## config.mk

```make
export PLATFORM = sky130hd
export DESIGN_NAME = addsub_arbiter
export DESIGN_NICKNAME = d
export VERILOG_FILES = /design/src/rtl/addsub_pkg.sv /design/src/rtl/addsub_core.sv /design/src/rtl/addsub_arbiter.sv
export SDC_FILE = /design/constraint.sdc
export NUM_CORES = 1
export LEC_CHECK = 0
export BUFFER_PORTS_ARGS = -buffer_cell sky130_fd_sc_hd__clkbuf_2
export CAP_MARGIN = 0
export CORE_MARGIN = 2
export CORE_UTILIZATION = 25
export DETAILED_ROUTE_END_ITERATION = 8
export GPL_ROUTABILITY_DRIVEN = 0
export GPL_TIMING_DRIVEN = 0
export MAX_ROUTING_LAYER = met4
export SYNTH_ARGS = -nofsm -noshare
export SYNTH_HDL_FRONTEND = slang
export SYNTH_SLANG_ARGS = --single-unit
```

## constraint.sdc

```tcl
create_clock -name clk -period 4.6 [get_ports clk]
set_input_delay 0.69 -clock clk [delete_from_list [all_inputs] [get_ports clk]]
set_output_delay 0.69 -clock clk [all_outputs]
set_load 0.02 [all_outputs]
```

## src/rtl/addsub_pkg.sv

```systemverilog
// rtl/addsub_pkg.sv - shared types and constants for the add/sub arbiter slice
// Contents: ADDSUB_WIDTH default operand width, op_t opcode enum, state_t FSM enum.

package addsub_pkg;

  localparam int ADDSUB_WIDTH = 4;

  typedef enum logic [1:0] {
    OP_UADD = 2'b00,
    OP_USUB = 2'b01,
    OP_SADD = 2'b10,
    OP_SSUB = 2'b11
  } op_t;

  typedef enum logic [1:0] {
    IDLE = 2'b00,
    EXEC = 2'b01,
    RESP = 2'b10
  } state_t;

endpackage

```

## src/rtl/addsub_core.sv

```systemverilog
// rtl/addsub_core.sv - combinational add/sub unit with carry, borrow and signed overflow
// Ports: a_i, b_i operands; op_i opcode; res_o result modulo 2^WIDTH; ovf_o overflow/borrow flag.

module addsub_core
  import addsub_pkg::*;
#(
  parameter int WIDTH = ADDSUB_WIDTH
) (
  input  logic [WIDTH-1:0] a_i,
  input  logic [WIDTH-1:0] b_i,
  input  op_t              op_i,
  output logic [WIDTH-1:0] res_o,
  output logic             ovf_o
);

  // One extra bit captures carry out of the add and borrow out of the subtract.
  logic [WIDTH:0] sum;
  logic [WIDTH:0] diff;
  logic           a_msb;
  logic           b_msb;

  assign sum   = {1'b0, a_i} + {1'b0, b_i};
  assign diff  = {1'b0, a_i} - {1'b0, b_i};
  assign a_msb = a_i[WIDTH-1];
  assign b_msb = b_i[WIDTH-1];

  always_comb begin
    res_o = sum[WIDTH-1:0];
    ovf_o = 1'b0;
    case (op_i)
      OP_UADD: begin
        res_o = sum[WIDTH-1:0];
        ovf_o = sum[WIDTH];
      end
      OP_USUB: begin
        res_o = diff[WIDTH-1:0];
        ovf_o = diff[WIDTH];
      end
      OP_SADD: begin
        res_o = sum[WIDTH-1:0];
        ovf_o = (a_msb == b_msb) && (sum[WIDTH-1] != a_msb);
      end
      OP_SSUB: begin
        res_o = diff[WIDTH-1:0];
        ovf_o = (a_msb != b_msb) && (diff[WIDTH-1] != a_msb);
      end
      default: begin
        res_o = sum[WIDTH-1:0];
        ovf_o = 1'b0;
      end
    endcase
  end

endmodule

```

## src/rtl/addsub_arbiter.sv

```systemverilog
// rtl/addsub_arbiter.sv - round-robin sharing of one add/sub core between two requesters
// Ports: clk, rst_n (async active-low); req0_*/req1_* valid/ready request ports with a, b, op;
//        rsp_valid/rsp_ready response handshake with rsp_id, rsp_res, rsp_ovf; busy = not IDLE.

module addsub_arbiter
  import addsub_pkg::*;
#(
  parameter int WIDTH = ADDSUB_WIDTH
) (
  input  logic             clk,
  input  logic             rst_n,
  input  logic             req0_valid,
  output logic             req0_ready,
  input  logic [WIDTH-1:0] req0_a,
  input  logic [WIDTH-1:0] req0_b,
  input  logic [1:0]       req0_op,
  input  logic             req1_valid,
  output logic             req1_ready,
  input  logic [WIDTH-1:0] req1_a,
  input  logic [WIDTH-1:0] req1_b,
  input  logic [1:0]       req1_op,
  output logic             rsp_valid,
  input  logic             rsp_ready,
  output logic             rsp_id,
  output logic [WIDTH-1:0] rsp_res,
  output logic             rsp_ovf,
  output logic             busy
);

  state_t           state_q, state_d;
  logic             rr_ptr_q, rr_ptr_d;
  logic [WIDTH-1:0] a_q, a_d;
  logic [WIDTH-1:0] b_q, b_d;
  op_t              op_q, op_d;
  logic             id_q, id_d;
  logic             rsp_valid_q, rsp_valid_d;
  logic             rsp_id_q, rsp_id_d;
  logic [WIDTH-1:0] rsp_res_q, rsp_res_d;
  logic             rsp_ovf_q, rsp_ovf_d;

  logic             grant_id;
  logic [WIDTH-1:0] core_res;
  logic             core_ovf;

  addsub_core #(
    .WIDTH (WIDTH)
  ) u_core (
    .a_i   (a_q),
    .b_i   (b_q),
    .op_i  (op_q),
    .res_o (core_res),
    .ovf_o (core_ovf)
  );

  // A lone requester always wins; rr_ptr only breaks ties.
  assign grant_id = (req0_valid && req1_valid) ? rr_ptr_q : req1_valid;

  always_comb begin
    state_d     = state_q;
    rr_ptr_d    = rr_ptr_q;
    a_d         = a_q;
    b_d         = b_q;
    op_d        = op_q;
    id_d        = id_q;
    rsp_valid_d = rsp_valid_q;
    rsp_id_d    = rsp_id_q;
    rsp_res_d   = rsp_res_q;
    rsp_ovf_d   = rsp_ovf_q;
    req0_ready  = 1'b0;
    req1_ready  = 1'b0;

    case (state_q)
      IDLE: begin
        // Ready is only offered to a valid requester, so ready implies handshake.
        if (req0_valid || req1_valid) begin
          req0_ready = ~grant_id;
          req1_ready = grant_id;
          a_d        = grant_id ? req1_a : req0_a;
          b_d        = grant_id ? req1_b : req0_b;
          op_d       = op_t'(grant_id ? req1_op : req0_op);
          id_d       = grant_id;
          rr_ptr_d   = ~grant_id;
          state_d    = EXEC;
        end
      end
      EXEC: begin
        rsp_res_d   = core_res;
        rsp_ovf_d   = core_ovf;
        rsp_id_d    = id_q;
        rsp_valid_d = 1'b1;
        state_d     = RESP;
      end
      RESP: begin
        // Only the valid flag drops; result fields hold their last values.
        if (rsp_ready) begin
          rsp_valid_d = 1'b0;
          state_d     = IDLE;
        end
      end
      default: begin
        state_d     = IDLE;
        rsp_valid_d = 1'b0;
      end
    endcase
  end

  always_ff @(posedge clk or negedge rst_n) begin
    if (!rst_n) begin
      state_q     <= IDLE;
      rr_ptr_q    <= 1'b0;
      a_q         <= '0;
      b_q         <= '0;
      op_q        <= OP_UADD;
      id_q        <= 1'b0;
      rsp_valid_q <= 1'b0;
      rsp_id_q    <= 1'b0;
      rsp_res_q   <= '0;
      rsp_ovf_q   <= 1'b0;
    end else begin
      state_q     <= state_d;
      rr_ptr_q    <= rr_ptr_d;
      a_q         <= a_d;
      b_q         <= b_d;
      op_q        <= op_d;
      id_q        <= id_d;
      rsp_valid_q <= rsp_valid_d;
      rsp_id_q    <= rsp_id_d;
      rsp_res_q   <= rsp_res_d;
      rsp_ovf_q   <= rsp_ovf_d;
    end
  end

  assign rsp_valid = rsp_valid_q;
  assign rsp_id    = rsp_id_q;
  assign rsp_res   = rsp_res_q;
  assign rsp_ovf   = rsp_ovf_q;
  assign busy      = (state_q != IDLE);

endmodule

```

==> results of run 1 <==
[cells in the final DEF, fill, tap and decap left out, drive strengths merged]
cell      n
nor2     13
xnor2     2
mux2i     7
clkbuf   39
ha        8
o21a      1
fa        2
a221oi    2
nor2b     3
and2b     1
a311oi    1
o21bai    1
xor2      1
nand2    22
a211oi    1
inv      11
buf       4
mux2      2
a22oi     3
a21o      2
dfrtp    21
o21ai    16
o311ai    1
nand2b    3
or2       1
a21oi     3
a2111oi   2
[registers in the layout (all words and copies together) (netlist names)]
signal	cells
a_q	4
b_q	4
id_q	1
op_q	2
rr_ptr_q	1
rsp_id	1
rsp_ovf	1
rsp_res	4
rsp_valid	1
state_q	2
[worst paths after layout]
| check | cells past startpoint | start | to |
|---|---|---|---|
| min reg2reg | 2 | rsp_id | rsp_id |
| min | 1 | rst_n | rsp_res[1] |
| max | 5 | req0_valid | req0_ready |
| max in group asynchronous | 1 | rst_n | rsp_ovf |
| max reg2reg | 7 | b_q[1] | rsp_ovf |
| min in group clk | 2 | rsp_id | rsp_id |
[through the flow]
step,hold slack (ns),cells,total power (W)
floorplan,0.3944,135,0.0008739
global placement,0.4619,239,0.001031
detailed placement,0.4647,239,0.001046
CTS,0.4107,243,0.001172
global route,0.4245,243,0.001273
finish,0.3818,243,0.001148
[power groups by stage]
stage / Sequential [W] / Combinational (W) / Clock, W
floorplan: 0.000373 / 0.000501 / 0
global placement: 0.000348 / 0.000682 / 0
detailed placement: 0.000352 / 0.000694 / 0
CTS: 0.000348 / 0.000697 / 0.000127
global route: 0.000359 / 0.000780 / 0.000134
finish: 0.000346 / 0.000680 / 0.000122
[critical path, cell delays in order]
cell and delay [ns]:
clkbuf_2 0.12, inv_2 0.05, o21ai_4 0.35, nor2b_4 0.28, clkbuf_2 0.19
[kinds of logic (layout without fill, tap and decap cells)]
logic type / after synthesis / after routing / synth area share [%]
compound gates: 33 / 33 / 18.70
mux: 9 / 9 / 7.095
simple gates: 43 / 43 / 14.77
flops: 21 / 21 / 40.27
fa+ha+maj: 10 / 10 / 10.74
buf+inv: 16 / 54 / 6.423
xor+xnor: 3 / 3 / 2.014
[layer usage]
metal	routed length, um	vias to the layer above	share of wire [%]	GRT usage [%]
met3	70	5	2.7	1.422
li1	-	534	-	-
met5	0	-	0	-
met4	76	0	3.0	6.545
met2	1224	18	48	16.37
met1	1175	447	46	11.32
[cell type report]
| cell class | instances | area [um2] | share of cell area [%] |
|---|---|---|---|
| Multi-Input combinational cell | 98 | 695.7 | 43.27 |
| Sequential cell | 21 | 525.5 | 32.68 |
| Timing Repair Buffer | 34 | 170.2 | 10.58 |
| Tap cell | 70 | 87.58 | 5.447 |
| Clock buffer | 4 | 45.04 | 2.802 |
| Buffer | 5 | 42.54 | 2.646 |
| Inverter | 11 | 41.29 | 2.568 |
==> summary.md, run 1 <==
| Metric | Value |
|---|---|
| WL per Instance | 10.48 um |
| Post-Syn Area | 1305 um2 |
| CORE AREA | 5075 um2 |
| Register area share after synthesis | 40.27% |
| Top FF cell, synth | dfrtp_1 |
| Fin Clk Skew | 0.005041 ns |
| Die W | 76.25 um |
| Clock buffer depth | 2 |
| Clock group share of total power | 10.6% |
| YS warnings | 0 |
| Clock transition at path regs | 0.08 ns |
| Synthesized net count | 170 |
| Design area | 1608 um2 |
| Routed Antenna Nets | 0 |
| Post-Synthesis Cells | 135 |
| Async S/R FF share, synth | 100.0% |
| Setup TNS | 0 ns |
| Initial Util | 25.71% |
| Die area | 5814 um2 |
| Final worst setup slack | 2.231 ns |
| Number of fill cells | 559 |
| Post-layout util | 31.68% |
| Min-delay worst type | in2async |
| Detailed Place HPWL | 2079 um |
| CTS sink cnt | 21 |
| Avg Cell Area, Syn | 9.667 um2 |
| Most frequent cell after synthesis | nand2_1 |
| Worst Tran Pin Value | 0.5079 ns |
| Critical Path RT | 3.91 ns |
| Post-synth EDFFs | 0 |
| Initial antenna violation count | 0 |
| Die Ht | 76.25 um |
| Layout Nets | 209 |
| Yosys reg bits | 21 |
| First-pass GRT wire length | 4540 um |
| DRT Wirelength | 2547 um |
| Internal Dissipation | 0.0006400 W |
| Final period utilization | 51.49% |
| Detailed Route Iter0 Violations | 10 |
| PortBufs | 34 |
| CTS H-tree lvls | 1 |
| Comb pwr share | 59.3% |
| Net switching power | 0.0005084 W |
| Synth top area cells | dfrtp_1 (40%), ha_1 (7.7%), nand2_1 (6.3%), mux2i_1 (5.4%), o21ai_1 (4.2%) |
| Floorplan row count | 26 |
| Pin count of the biggest net entering global routing | 22 |
| Via count | 1,004 |
| Drt first pass iters | 3 |
| Drt drc | 0 |
| P_leak | 0.8147 nW |
| Slew margin rel. | 66.14% |
| Post-placement worst setup slack | 2.207 ns |
| Unrepaired setup endpoints after global routing | false |
| Crit path kind | in2out |
| Synth top area share | 40.27% |
| Post-synth cell types | 37 |
| Worst skew pair latency | 0.26 ns |
| P per Cell Area | 714.2 nW/um2 |
| Diode count | 0 |
| CP Capture Type | output pin |
| Hold_buf cts | 0 |
| Fin crit period | 2.369 ns |
| Root Driver | clkbuf_8 |
| Synth area leader | dfrtp_1 |
| # resized after CTS | 0 |
| Share of cells above drive strength 1 | 30.06% |
| Placed instance area | 1563 um2 |
| GRT Total Usage | 9.959% |
| Setup bufs post-CTS | 0 |
| Final hold vios | 0 |
| Ports | 35 |
| Sw frac | 44.27% |
| Max_cap viols | 0 |
| Data arrival, critical path | 1.68 ns |
| CTS tree | done |
| Vias in the first global route | 1,036 |
| Total grt overflow | 0 |
| Synth cell count leaders | nand2_1 (22), dfrtp_1 (21), nor2_1 (12) |
| Crit start category | input pin |
| Sequential power share | 30.1% |
| Area growth syn-to-layout | 23.20% |
| Final setup vio count | 0 |
| Outcome | complete, no violations |
| Drt via density | 4.132 |
| Fmax | 422.2 MHz |
| Internal reg-to-reg setup slack | 2.67 ns |
| CP max FO | 9 |
| Total CTS buffers | 3 |
| Max VDD drop | 0.2742 mV |
| Slew Viols, Final | 0 |
(Power assumes the default switching activity.)
==> run 2: changes to the inputs <==
ABC_AREA = 1   (was unset)
clock period = 2 ns   (was 4.6 ns; I/O delays follow)
==> run 2 against run 1 <==
Effect of this change: clock-buffer cell count fell by 1; sequential share of layout area rose by 1.9 points; wire length rose by 3.7%; global-route usage rose by 0.89 points; critical endpoint is now rsp_ovf; largest power group unchanged; non-clock buffer count fell by 3; register-to-register slack got worse by 2.4 ns.
==> summary.md, run 2 <==
| Metric | Value |
|---|---|
| Detailed Route Iter0 Violations | 24 (+14) |
| Data arrival, critical path | 1.86 ns (+0.18 ns) |
| Fin crit period | 1.702 ns |
| Setup TNS | 0 ns (unchanged) |
| Placed Cells | 255 (+6.7%) |
| Post-Synthesis Cells | 154 (+14%) |
| Multiplexer share of the synthesized area | 0% (-7.1 points) |
| Most frequent cell after synthesis | nand2_1 |
| Ports | 35 (unchanged) |
| Avg Cell Area, Syn | 7.930 um2 (-18%) |
| Synth area leader | dfrtp_1 |
| DRT Wirelength | 2641 um (+3.7%) |
| Synth cell count leaders | nand2_1 (36), dfrtp_1 (21), inv_1 (20) |
| Die W | 73.89 um (-3.1%) |
| Initial antenna violation count | 0 (unchanged) |
| CP Capture Type | register |
| Die Ht | 73.89 um (-3.1%) |
| Final setup vio count | 0 (unchanged) |
| GRT Total Usage | 10.85% (+0.89 points) |
| Hold WS | 0.004885 ns (-0.3769 ns) |
| Hold_buf cts | 0 (unchanged) |
| Outcome | complete, no violations |
| Fmax | 587.6 MHz |
| Post-synth EDFFs | 0 (unchanged) |
| CTS H-tree lvls | 1 (unchanged) |
| # resized after CTS | 0 (unchanged) |
| WL per Instance | 10.20 um (-2.7%) |
| Internal reg-to-reg setup slack | 0.30 ns (-2.37 ns) |
| CTS tree | done |
| Die area | 5460 um2 (-6.1%) |
| P_leak | 0.8069 nW (-0.96%) |
| Max VDD drop | 0.6883 mV (+150%) |
| Post-synth cell types | 22 (-41%) |
| Clock buffer depth | 2 (unchanged) |
| Async S/R FF share, synth | 100.0% (unchanged) |
| Commonest cells after routing, fill and taps aside | nand2_1 (36), clkbuf_2 (34), dfrtp_1 (21), inv_1 (20), nor2_1 (19) |
| Reg2reg end | rsp_ovf |
| Synth top area share | 43.03% (+2.8 points) |
| P per Cell Area | 1670 nW/um2 (+130%) |
| CP dominant cell by count | nand2_1 |
| Worst r2r src | a_q[0] |
| Total power | 0.002541 W (+120%) |
| Initial Util | 25.85% (+0.14 points) |
| Routed Antenna Nets | 0 (unchanged) |
| Top FF cell, synth | dfrtp_1 |
| Detailed Place HPWL | 2162 um (+4.0%) |
| Layout Nets | 228 (+9.1%) |
| Drt first pass iters | 4 (+1) |
| Total CTS buffers | 3 (unchanged) |
| Clock transition at path regs | 0.08 ns (about the same) |
| Main combinational cell family by area after synthesis | simple AND/OR/NAND/NOR gates |
| Worst path top cell family by delay | adder cells |
| YS warnings | 0 (unchanged) |
| Slew margin rel. | 63.53% (-2.6 points) |
| Setup bufs post-CTS | 0 (unchanged) |
| CTS sink cnt | 21 (unchanged) |
| Final hold vios | 0 (unchanged) |
| Max incr delay on CP | 0.40 ns (+0.05 ns) |
| CP max FO | 2 (-7) |
| Critical path buffers and inverters | 1 (-2) |
| Via count | 1,087 (+8.3%) |
| Drt drc | 0 (unchanged) |
| Crit start category | register |
| Yosys reg bits | 21 (unchanged) |
| Simple-Gate Fraction of Synth Area | 22.75% (+8.0 points) |
| Final period utilization | 85.10% |
| Synth top area cells | dfrtp_1 (43%), nand2_1 (11%), ha_1 (8.2%), inv_1 (6.1%), nor2_1 (5.8%) |
| Register area share after synthesis | 43.03% (+2.8 points) |
| Post-Layout Cell Count | 259 (+6.6%) |
| Max_cap viols | 0 (unchanged) |
| Crit path kind | reg2reg |
| Drt via density | 4.197 (+1.6%) |
| Vias in the first global route | 1,053 (+1.6%) |
| Slew Viols, Final | 0 (unchanged) |
| Floorplan row count | 25 (-3.8%) |
| Post-synthesis compound-gate area fraction | 13.63% (-5.1 points) |
| Post-synthesis xor/xnor area fraction | 0.7172% (-1.3 points) |
| Min-delay worst type | in2async |
| Worst skew pair latency | 0.26 ns (about the same) |
| Synth Area in Adders | 11.48% (+0.74 points) |
| Synthesized net count | 189 (+11%) |
| PortBufs | 34 (unchanged) |
| Diode count | 0 (unchanged) |
| Commonest non-fill, non-tap cell in the layout | nand2_1 |
| Worst Tran Pin Value | 0.5471 ns (+0.03921 ns) |
| Total grt overflow | 0 (unchanged) |
| Slowest cell on crit path | fa_1 |
| First-pass GRT wire length | 4478 um (-1.4%) |
| Root Driver | clkbuf_8 |
| Share of cells above drive strength 1 | 25.52% (-4.5 points) |
| Post-Syn Area | 1221 um2 (-6.4%) |
| CORE AREA | 4723 um2 (-6.9%) |
| Critical Path RT | 2.16 ns (-1.75 ns) |
| Crit-path cells | inv_1, ha_1, fa_1, nor2_1, o21ai_0, nand2_1, nand2_1, nor2_1, nor2_1, nand2_1, nand2_1 |
| Pin count of the biggest net entering global routing | 22 (unchanged) |
| Area growth syn-to-layout | 24.59% |
| Unrepaired setup endpoints after global routing | false |
| R2r worst-path depth | 11 (+4) |
| Fin Clk Skew | 0.002722 ns (-0.002319 ns) |
run 2: final cells by class:
cell class	instances	area, um2
Buffer	2	12.51
Multi-Input combinational cell	107	593.1
Sequential cell	21	525.5
Tap cell	67	83.83
Inverter	24	90.09
Clock inverter	1	5.005
Fill cell	521	3202
Timing Repair Buffer	34	170.2
Clock buffer	3	41.29
run 2: worst max-delay path by stage:
stage | from | end | depth (start not counted)
floorplan | a_q[0] | rsp_ovf | 11
global placement | a_q[0] | rsp_ovf | 11
detailed placement | a_q[0] | rsp_ovf | 11
CTS | a_q[0] | rsp_ovf | 11
global route | a_q[0] | rsp_ovf | 11
finish | a_q[0] | rsp_ovf | 11
run 2: metrics by stage:
step / setup slack (ns) / instance area (um2) / utilization, %
floorplan: 0.4709 / 1221 / -
finish: 0.2981 / 1521 / 32.21
detailed placement: 0.3323 / 1475 / 31.23
global route: 0.2123 / 1521 / 32.21
CTS: 0.3086 / 1521 / 32.21
global placement: 0.3376 / 1475 / 31.23
run 2: cell families (layout without fill, tap and decap cells):
logic type,count (synthesis),in the layout
simple gates,67,67
compound gates,29,29
buf+inv,26,64
fa+ha+maj,10,10
xor+xnor,1,1
flops,21,21
run 2: power breakdown:
part	switching [W]	internal [W]
Combinational	0.000918	0.000553
Clock	0.000148	0.000139
Sequential	0.000146	0.000637
run 2: routing by layer:
layer	part of all wire [%]	global-route usage, %	vias to the layer above
li1	-	-	573
met1	48	13.58	481
met2	44	17.36	28
met3	6.1	2.332	5
met4	1.2	3.636	0
met5	0	-	-
